===== config.mk =====
export PLATFORM = sky130hd
export DESIGN_NAME = hash_rate_meter
export DESIGN_NICKNAME = d
export VERILOG_FILES = /design/src/rtl/hash_rate_meter_pkg.sv /design/src/rtl/sat_counter.sv /design/src/rtl/hash_rate_meter.sv
export SDC_FILE = /design/constraint.sdc
export NUM_CORES = 1
export LEC_CHECK = 0
export BUFFER_PORTS_ARGS = -buffer_cell sky130_fd_sc_hd__buf_2
export CAP_MARGIN = 5
export CORE_MARGIN = 5
export CORE_UTILIZATION = 50
export CTS_CLUSTER_SIZE = 10
export DETAILED_ROUTE_END_ITERATION = 10
export HOLD_SLACK_MARGIN = 0.05
export PLACE_DENSITY = 0.82
export SKIP_LAST_GASP = 1
export SLEW_MARGIN = 30
export SYNTH_ARGS = -nofsm -noshare
export SYNTH_HDL_FRONTEND = slang
export SYNTH_SLANG_ARGS = --single-unit

===== constraint.sdc =====
create_clock -name clk -period 2.9 [get_ports clk]
set_input_delay 0.145 -clock clk [delete_from_list [all_inputs] [get_ports clk]]
set_output_delay 0.145 -clock clk [all_outputs]
set_load 0.01 [all_outputs]

===== src/rtl/hash_rate_meter_pkg.sv =====
// Shared types and default sizing for the hash-rate meter.
// Holds the state encoding used by the top-level control FSM.
package hash_rate_meter_pkg;

    typedef enum logic [1:0] {
        IDLE  = 2'd0,
        ARM   = 2'd1,
        COUNT = 2'd2
    } state_e;

    localparam int unsigned DEFAULT_COUNT_W        = 32;
    localparam int unsigned DEFAULT_WINDOW_SECONDS = 1;
    localparam int unsigned TICK_W                 = 8;

endpackage


===== src/rtl/sat_counter.sv =====
// Saturating incrementer with synchronous clear and a sticky saturation flag.
// value/value_sat present the count including this cycle's increment.
module sat_counter #(
    parameter int unsigned WIDTH = 32
) (
    input  logic             clk,
    input  logic             rst_ni,
    input  logic             clr,
    input  logic             inc,
    output logic [WIDTH-1:0] value,
    output logic             value_sat
);

    logic [WIDTH-1:0] count;
    logic             sat;

    always_comb begin
        value     = count;
        value_sat = sat;
        if (inc) begin
            if (&count) begin
                value_sat = 1'b1;
            end else begin
                value = count + WIDTH'(1);
            end
        end
    end

    // Clear wins over increment; the caller captures value before it is lost.
    always_ff @(posedge clk) begin
        if (!rst_ni || clr) begin
            count <= '0;
            sat   <= 1'b0;
        end else begin
            count <= value;
            sat   <= value_sat;
        end
    end

endmodule


===== src/rtl/hash_rate_meter.sv =====
// Counts completion pulses over windows of WINDOW_SECONDS ticks and publishes
// each window's count through a registered valid/ready output.
module hash_rate_meter
    import hash_rate_meter_pkg::*;
#(
    parameter int unsigned WINDOW_SECONDS = DEFAULT_WINDOW_SECONDS,
    parameter int unsigned COUNT_W        = DEFAULT_COUNT_W
) (
    input  logic               clk,
    input  logic               rst_ni,
    input  logic               enable,
    input  logic               second_tick,
    input  logic               event_i,
    output logic [COUNT_W-1:0] rate_o,
    output logic               rate_sat_o,
    output logic               rate_valid_o,
    input  logic               rate_ready_i,
    output logic               drop_o,
    output logic [31:0]        seconds_o
);

    state_e            state;
    state_e            state_next;
    logic [TICK_W-1:0] tick_cnt;
    logic              tick_last;
    logic              count_evt;
    logic              clr_acc;
    logic              tick_adv;
    logic              sec_inc;
    logic              close;
    logic [COUNT_W-1:0] acc_value;
    logic              acc_sat;

    assign tick_last = ({1'b0, tick_cnt} + 9'd1) == 9'(WINDOW_SECONDS);

    always_ff @(posedge clk) begin
        if (!rst_ni) begin
            state <= IDLE;
        end else begin
            state <= state_next;
        end
    end

    // Accumulator is held clear outside COUNT so ARM always starts from zero.
    always_comb begin
        state_next = state;
        sec_inc    = 1'b0;
        count_evt  = 1'b0;
        tick_adv   = 1'b0;
        close      = 1'b0;
        clr_acc    = 1'b1;
        if (!enable) begin
            state_next = IDLE;
        end else begin
            case (state)
                IDLE: state_next = ARM;
                ARM: begin
                    if (second_tick) begin
                        state_next = COUNT;
                        sec_inc    = 1'b1;
                    end
                end
                COUNT: begin
                    clr_acc   = 1'b0;
                    count_evt = event_i;
                    if (second_tick) begin
                        sec_inc  = 1'b1;
                        tick_adv = 1'b1;
                        close    = tick_last;
                        clr_acc  = tick_last;
                    end
                end
                default: state_next = IDLE;
            endcase
        end
    end

    sat_counter #(
        .WIDTH(COUNT_W)
    ) u_acc (
        .clk      (clk),
        .rst_ni   (rst_ni),
        .clr      (clr_acc),
        .inc      (count_evt),
        .value    (acc_value),
        .value_sat(acc_sat)
    );

    always_ff @(posedge clk) begin
        if (!rst_ni || clr_acc) begin
            tick_cnt <= '0;
        end else if (tick_adv) begin
            tick_cnt <= tick_cnt + TICK_W'(1);
        end
    end

    // A close in the same cycle as a transfer keeps valid high with fresh data.
    always_ff @(posedge clk) begin
        if (!rst_ni) begin
            rate_o       <= '0;
            rate_sat_o   <= 1'b0;
            rate_valid_o <= 1'b0;
            drop_o       <= 1'b0;
            seconds_o    <= '0;
        end else begin
            if (sec_inc) begin
                seconds_o <= seconds_o + 32'd1;
            end
            if (close) begin
                rate_o       <= acc_value;
                rate_sat_o   <= acc_sat;
                rate_valid_o <= 1'b1;
                if (rate_valid_o && !rate_ready_i) begin
                    drop_o <= 1'b1;
                end
            end else if (rate_valid_o && rate_ready_i) begin
                rate_valid_o <= 1'b0;
            end
        end
    end

endmodule


Yosys cells after proc, flatten, opt, wreduce, memory -nomap -nowiden
Index checks and enable logic that the tools add are counted.

word-level totals
  register bits = 110
  output and inout bits = 67
  logic and storage cells = 50

operators by class
  add/subtract/negate cells = 4
  equal/unequal tests = 4
  mux-type cells = 20
  bitwise operators = 1
  reduce and logical (&&, ||, !) cells = 12

operators by type and width
  operator                 count
  $add A32 B1 Y32 const B  2
  $mux W32                 2
  $reduce_and A32 Y1       1
  $mux W1                  16
  $add A8 B1 Y9 const B    1
  $eq A9 B1 Y1 const B     1
  $add A8 B1 Y8 const B    1
  $pmux W2 S3              1
  $reduce_and A2 Y1        3
  $eq A2 B1 Y1 const B     1
  $eq A2 B2 Y1 const B     1
  $logic_and A1 B1 Y1      2
  $logic_not A1 Y1         2
  $logic_not A2 Y1         1
  $mux W2                  1
  $ne A2 B2 Y1 const B     1
  $reduce_bool A2 Y1       1
  $reduce_or A2 Y1         1
  $logic_or A1 B1 Y1       1
  $not A1 Y1               1

Longest topological paths before layout
  depth in word-level cells = 6
  gate-level depth with buffers = 9

By module
A second synthesis with hierarchy kept.

unflattened totals
  cells, all modules = 630
  area, all modules = 5546.6 um2

modules (own cells, without submodules)
  module           instances  cells an instance  area each (um2)  sequential area each (um2)
  hash_rate_meter  1          397                3613.5           1541.5
  sat_counter      1          233                1933.1           660.6

Least setup slack after synthesis
No wires, ideal clock.

  path type = register to register
  start = reg tick_cnt[0]
  end = reg rate_o[10]
  data arrival time = 2059 ps
  slack = 713 ps
  stages on the path, launching flop included = 8
  path buffers = 1
  cells stage by stage = dfxtp_1 -> ha_1 -> or2_1 -> a211oi_2 -> o2111ai_2 -> nor4_4 -> clkbuf_1 -> a21oi_1

on the way
  cells in the longest elaborated chain, start to end = 5

ends and longest elaborated chain
  what                    RTL line                text
  from (decl)             hash_rate_meter.sv:24   logic [TICK_W-1:0] tick_cnt;
  from (signal assigned)  hash_rate_meter.sv:93   tick_cnt <= tick_cnt + TICK_W'(1);
  $add A8 B1 Y9           hash_rate_meter.sv:34   assign tick_last = ({1'b0, tick_cnt} + 9'd1) == 9'(WINDOW_SECONDS);
  $eq A9 B1 Y1            hash_rate_meter.sv:34
  $mux W1                 hash_rate_meter.sv:66   if (second_tick) begin
  $mux W1                 hash_rate_meter.sv:55   case (state)
  $mux W1                 hash_rate_meter.sv:52   if (!enable) begin
  to (signal assigned)    hash_rate_meter.sv:110  rate_o <= acc_value;
  to (decl)               hash_rate_meter.sv:14   output logic [COUNT_W-1:0] rate_o,

Every way passes these cells.
A chain may end at the register's enable or synchronous reset.

Worst setup path after layout
  start = reg tick_cnt[0]
  end = reg rate_o[31]

The elaborated chain is that of the path after synthesis.

==> results.toml <==
[status]
outcome = "finished clean"

[synth]
ys_ff_latch = 110
synth.area.top_cells = "dfxtp_1 46%, nor2_1 7.3%, xnor2_1 5.7%, xor2_1 5.1%, a21oi_1 3.3%"
synth_nets = 561
netlist_area_um2 = 4800
ys.flop_type = "dfxtp_1"
syn_area_per_cell_um2 = 8.78
synth_top_cell_by_area = "dfxtp_1"
yosysSeqAreaShare_pct = 45.9
syn_inst = 547
async_flop_share_pct = 0
yosysTopAreaCellShare_pct = 45.9
yosys.cell_types.count = 46
synthTopCellsByCount = "110 x dfxtp_1, 94 x nor2_1, 41 x nand2_1"
synth-edff-count = 0
yosysWarnings = 0
synth_most_common_cell = "dfxtp_1"

[power]
cellInternalPower_uw = 1970
power_uw = 2530
swShare_pct = 22.4
p_seq_share_pct = 60.0
p_leak_uw = 0.00210
ir_drop_uv = 293
clkPwrFrac_pct = 37.8
pwr-share-comb_pct = 2.3
p_per_area_nw_per_um2 = 462
switchingPower_uw = 567

[cts]
cts-root-buf = "clkbuf_8"
tritoncts = "done"
clk_pin_slew_ps = 90
htreeDepth = 3
cts_resized = 0
cts-hold-fix-buffers = 0
cts_made_buffers = 9
insertion_delay_ps = 370
post-cts-setup-buffers = 0
clock_path_buffers = 2
cts_sinks = 110

[cells_and_area]
layout-drive-gt1-share_pct = 17.5
fill_cells = 840
final_nets = 627
syn_to_final_growth_pct = 14.4
antennaDiodeCount = 0

[sta]
drv_slew = 0
final-setup-viol-count = 0
max-slew-margin-rel_pct = 64.9
grt_setup_unrepaired = "no"
skew_ps = 17.2
max_freq_ghz = 0.409
hold_viol = 0
fin_crit_sh_pct = 84.2
tns_ps = 0
period_needed_ps = 2440
worst_pin_slew_ps = 523

[floorplanning]
core_area_um2 = 9280
num_rows = 35
boundaryPins = 73
dieHeight_um = 108
die_w_um = 108
start_util_pct = 51.7
die_area_um2 = 11700

[detailed_routing]
viasPerCell = 5.36
dr.pass1.iters = 5
antenna_left = 0
wl_per_cell_um = 14.1
drtIter0Drc = 192
vias = 4007
remaining_drc_errors = 0
routed_wl_mm = 10.5

[global_route]
first_global_vias = 3956
grt.total_usage_pct = 19.1
grt_overflow = 0
grt_max_degree = 38
antenna_found_initial = 0
grt_pass1_wl_mm = 18.3

[setup_path]
r2r_cells = 8
r2r_end = "rate_o[31]$_SDFFE_PN0P_"
cp_slowest_cell = "buf_4"
r2r_slack_ps = 460
path_class = "flip-flop to flip-flop"
cp_max_fo = 36
rr_startpoint = "tick_cnt[0]$_SDFFE_PP0P_"
startpoint_type = "flip-flop"
path_common_cell = "a211oi_2"
critPathMaxStageDelay_ps = 390
critPathRequiredTime_ps = 3180
critPathCaptureType = "flip-flop"
cp_data_arrival_time_ps = 2720
path_cells = "ha_1 > or2_1 > a211oi_2 > o2111ai_2 > nor4_4 > buf_4 > nor2_1 > a211oi_2"

[placed_design]
io_buffers = 72
dpl.hpwl_mm = 7.51
gp_congestion = 0.861

[job]
max_cap_viol_count = 0

[worst_hold_path]
min_from = "rate_ready_i"
hold_class = "input pin to flip-flop"
holdPathEnd = "rate_valid_o$_SDFFE_PN0P_"
worstHoldPathCells = 4
[kinds of logic after synthesis]
kind of cell / count (synthesis) / synth area share, %
xor+xnor: 60 / 11.1
simple gates: 245 / 25.5
fa+ha+maj: 8 / 2.09
flops: 110 / 45.9
compound gates: 79 / 10.0
mux: 12 / 2.50
buf+inv: 33 / 2.92
[cell usage in the layout (no fill, tap or decap), drive strengths merged, types with 9 or more instances in the layout]
master  count
and4       10
inv        12
o21ai      29
nand4      17
and2        9
nor3       14
buf        78
a21oi      32
nand2      41
nor2       94
clkbuf     11
xor2       28
dfxtp     110
or3         9
xnor2      32
and3       10
nand3      23
mux2i      12
[worst max path at each step]
| stage | end | start | cells after the start | slack [ps] |
|---|---|---|---|---|
| after floorplan | rate_o[10]$_SDFFE_PN0P_ | tick_cnt[0]$_SDFFE_PP0P_ | 7 | 710 |
| after global placement | rate_o[24]$_SDFFE_PN0P_ | tick_cnt[0]$_SDFFE_PP0P_ | 8 | 580 |
| after detailed placement | rate_o[31]$_SDFFE_PN0P_ | tick_cnt[0]$_SDFFE_PP0P_ | 8 | 470 |
| after CTS | rate_o[31]$_SDFFE_PN0P_ | tick_cnt[0]$_SDFFE_PP0P_ | 8 | 460 |
| after global routing | rate_o[23]$_SDFFE_PN0P_ | tick_cnt[0]$_SDFFE_PP0P_ | 8 | 260 |
| final | rate_o[31]$_SDFFE_PN0P_ | tick_cnt[0]$_SDFFE_PP0P_ | 8 | 460 |
[power by group through the flow]
stage                     Clock (µW)  Sequential, µW  Combinational (µW)
after floorplan                    0            1560                32.1
after global placement             0            1550                55.7
after detailed placement           0            1550                57.6
after CTS                        970            1520                57.9
after global routing            1050            1520                64.0
final                            958            1520                57.7
[worst max-delay path: cells and delay by family, from the launching register on]
kind            cells  cell delay (ps)
compound gates      3              680
simple gates        3              640
buf+inv             1              390
flops               1              370
fa+ha+maj           1              280
[cell type report]
cell class / instances / area, µm² / share of cell area (%)
multi-input cells: 404 / 2470 / 44.9
flip-flops and latches: 110 / 2200 / 40.1
repair buffers: 78 / 418 / 7.61
well taps: 129 / 161 / 2.94
clock buffers: 11 / 141 / 2.57
clock inverters: 5 / 65.1 / 1.18
inverters: 10 / 37.5 / 0.683
[sequential cells by signal, indices dropped and copies added (netlist names)]
signal,flops
seconds_o,32
rate_sat_o,1
rate_valid_o,1
state,2
u_acc.count,32
rate_o,32
tick_cnt,8
drop_o,1
u_acc.sat,1
[layer usage]
| layer | up-vias | routed length, µm | track usage (%) |
|---|---|---|---|
| li1 | 2006 | - | - |
| met1 | 1902 | 4740 | 24.1 |
| met2 | 91 | 5230 | 33.5 |
| met3 | 8 | 446 | 3.76 |
| met4 | 0 | 110 | 4.78 |
| met5 | - | 0 | 0 |
[through the flow]
stage	std cells	cell area [µm²]	worst slack (ps)	hold WS, ps	utilization [%]
after floorplan	547	4800	713	289	-
after global placement	731	5290	575	433	56.9
after detailed placement	731	5290	468	446	56.9
after CTS	747	5490	462	59.8	59.2
after global routing	747	5490	258	92.3	59.2
final	747	5490	458	66.6	59.2
No activity file was read; power rests on OpenSTA's default activity.
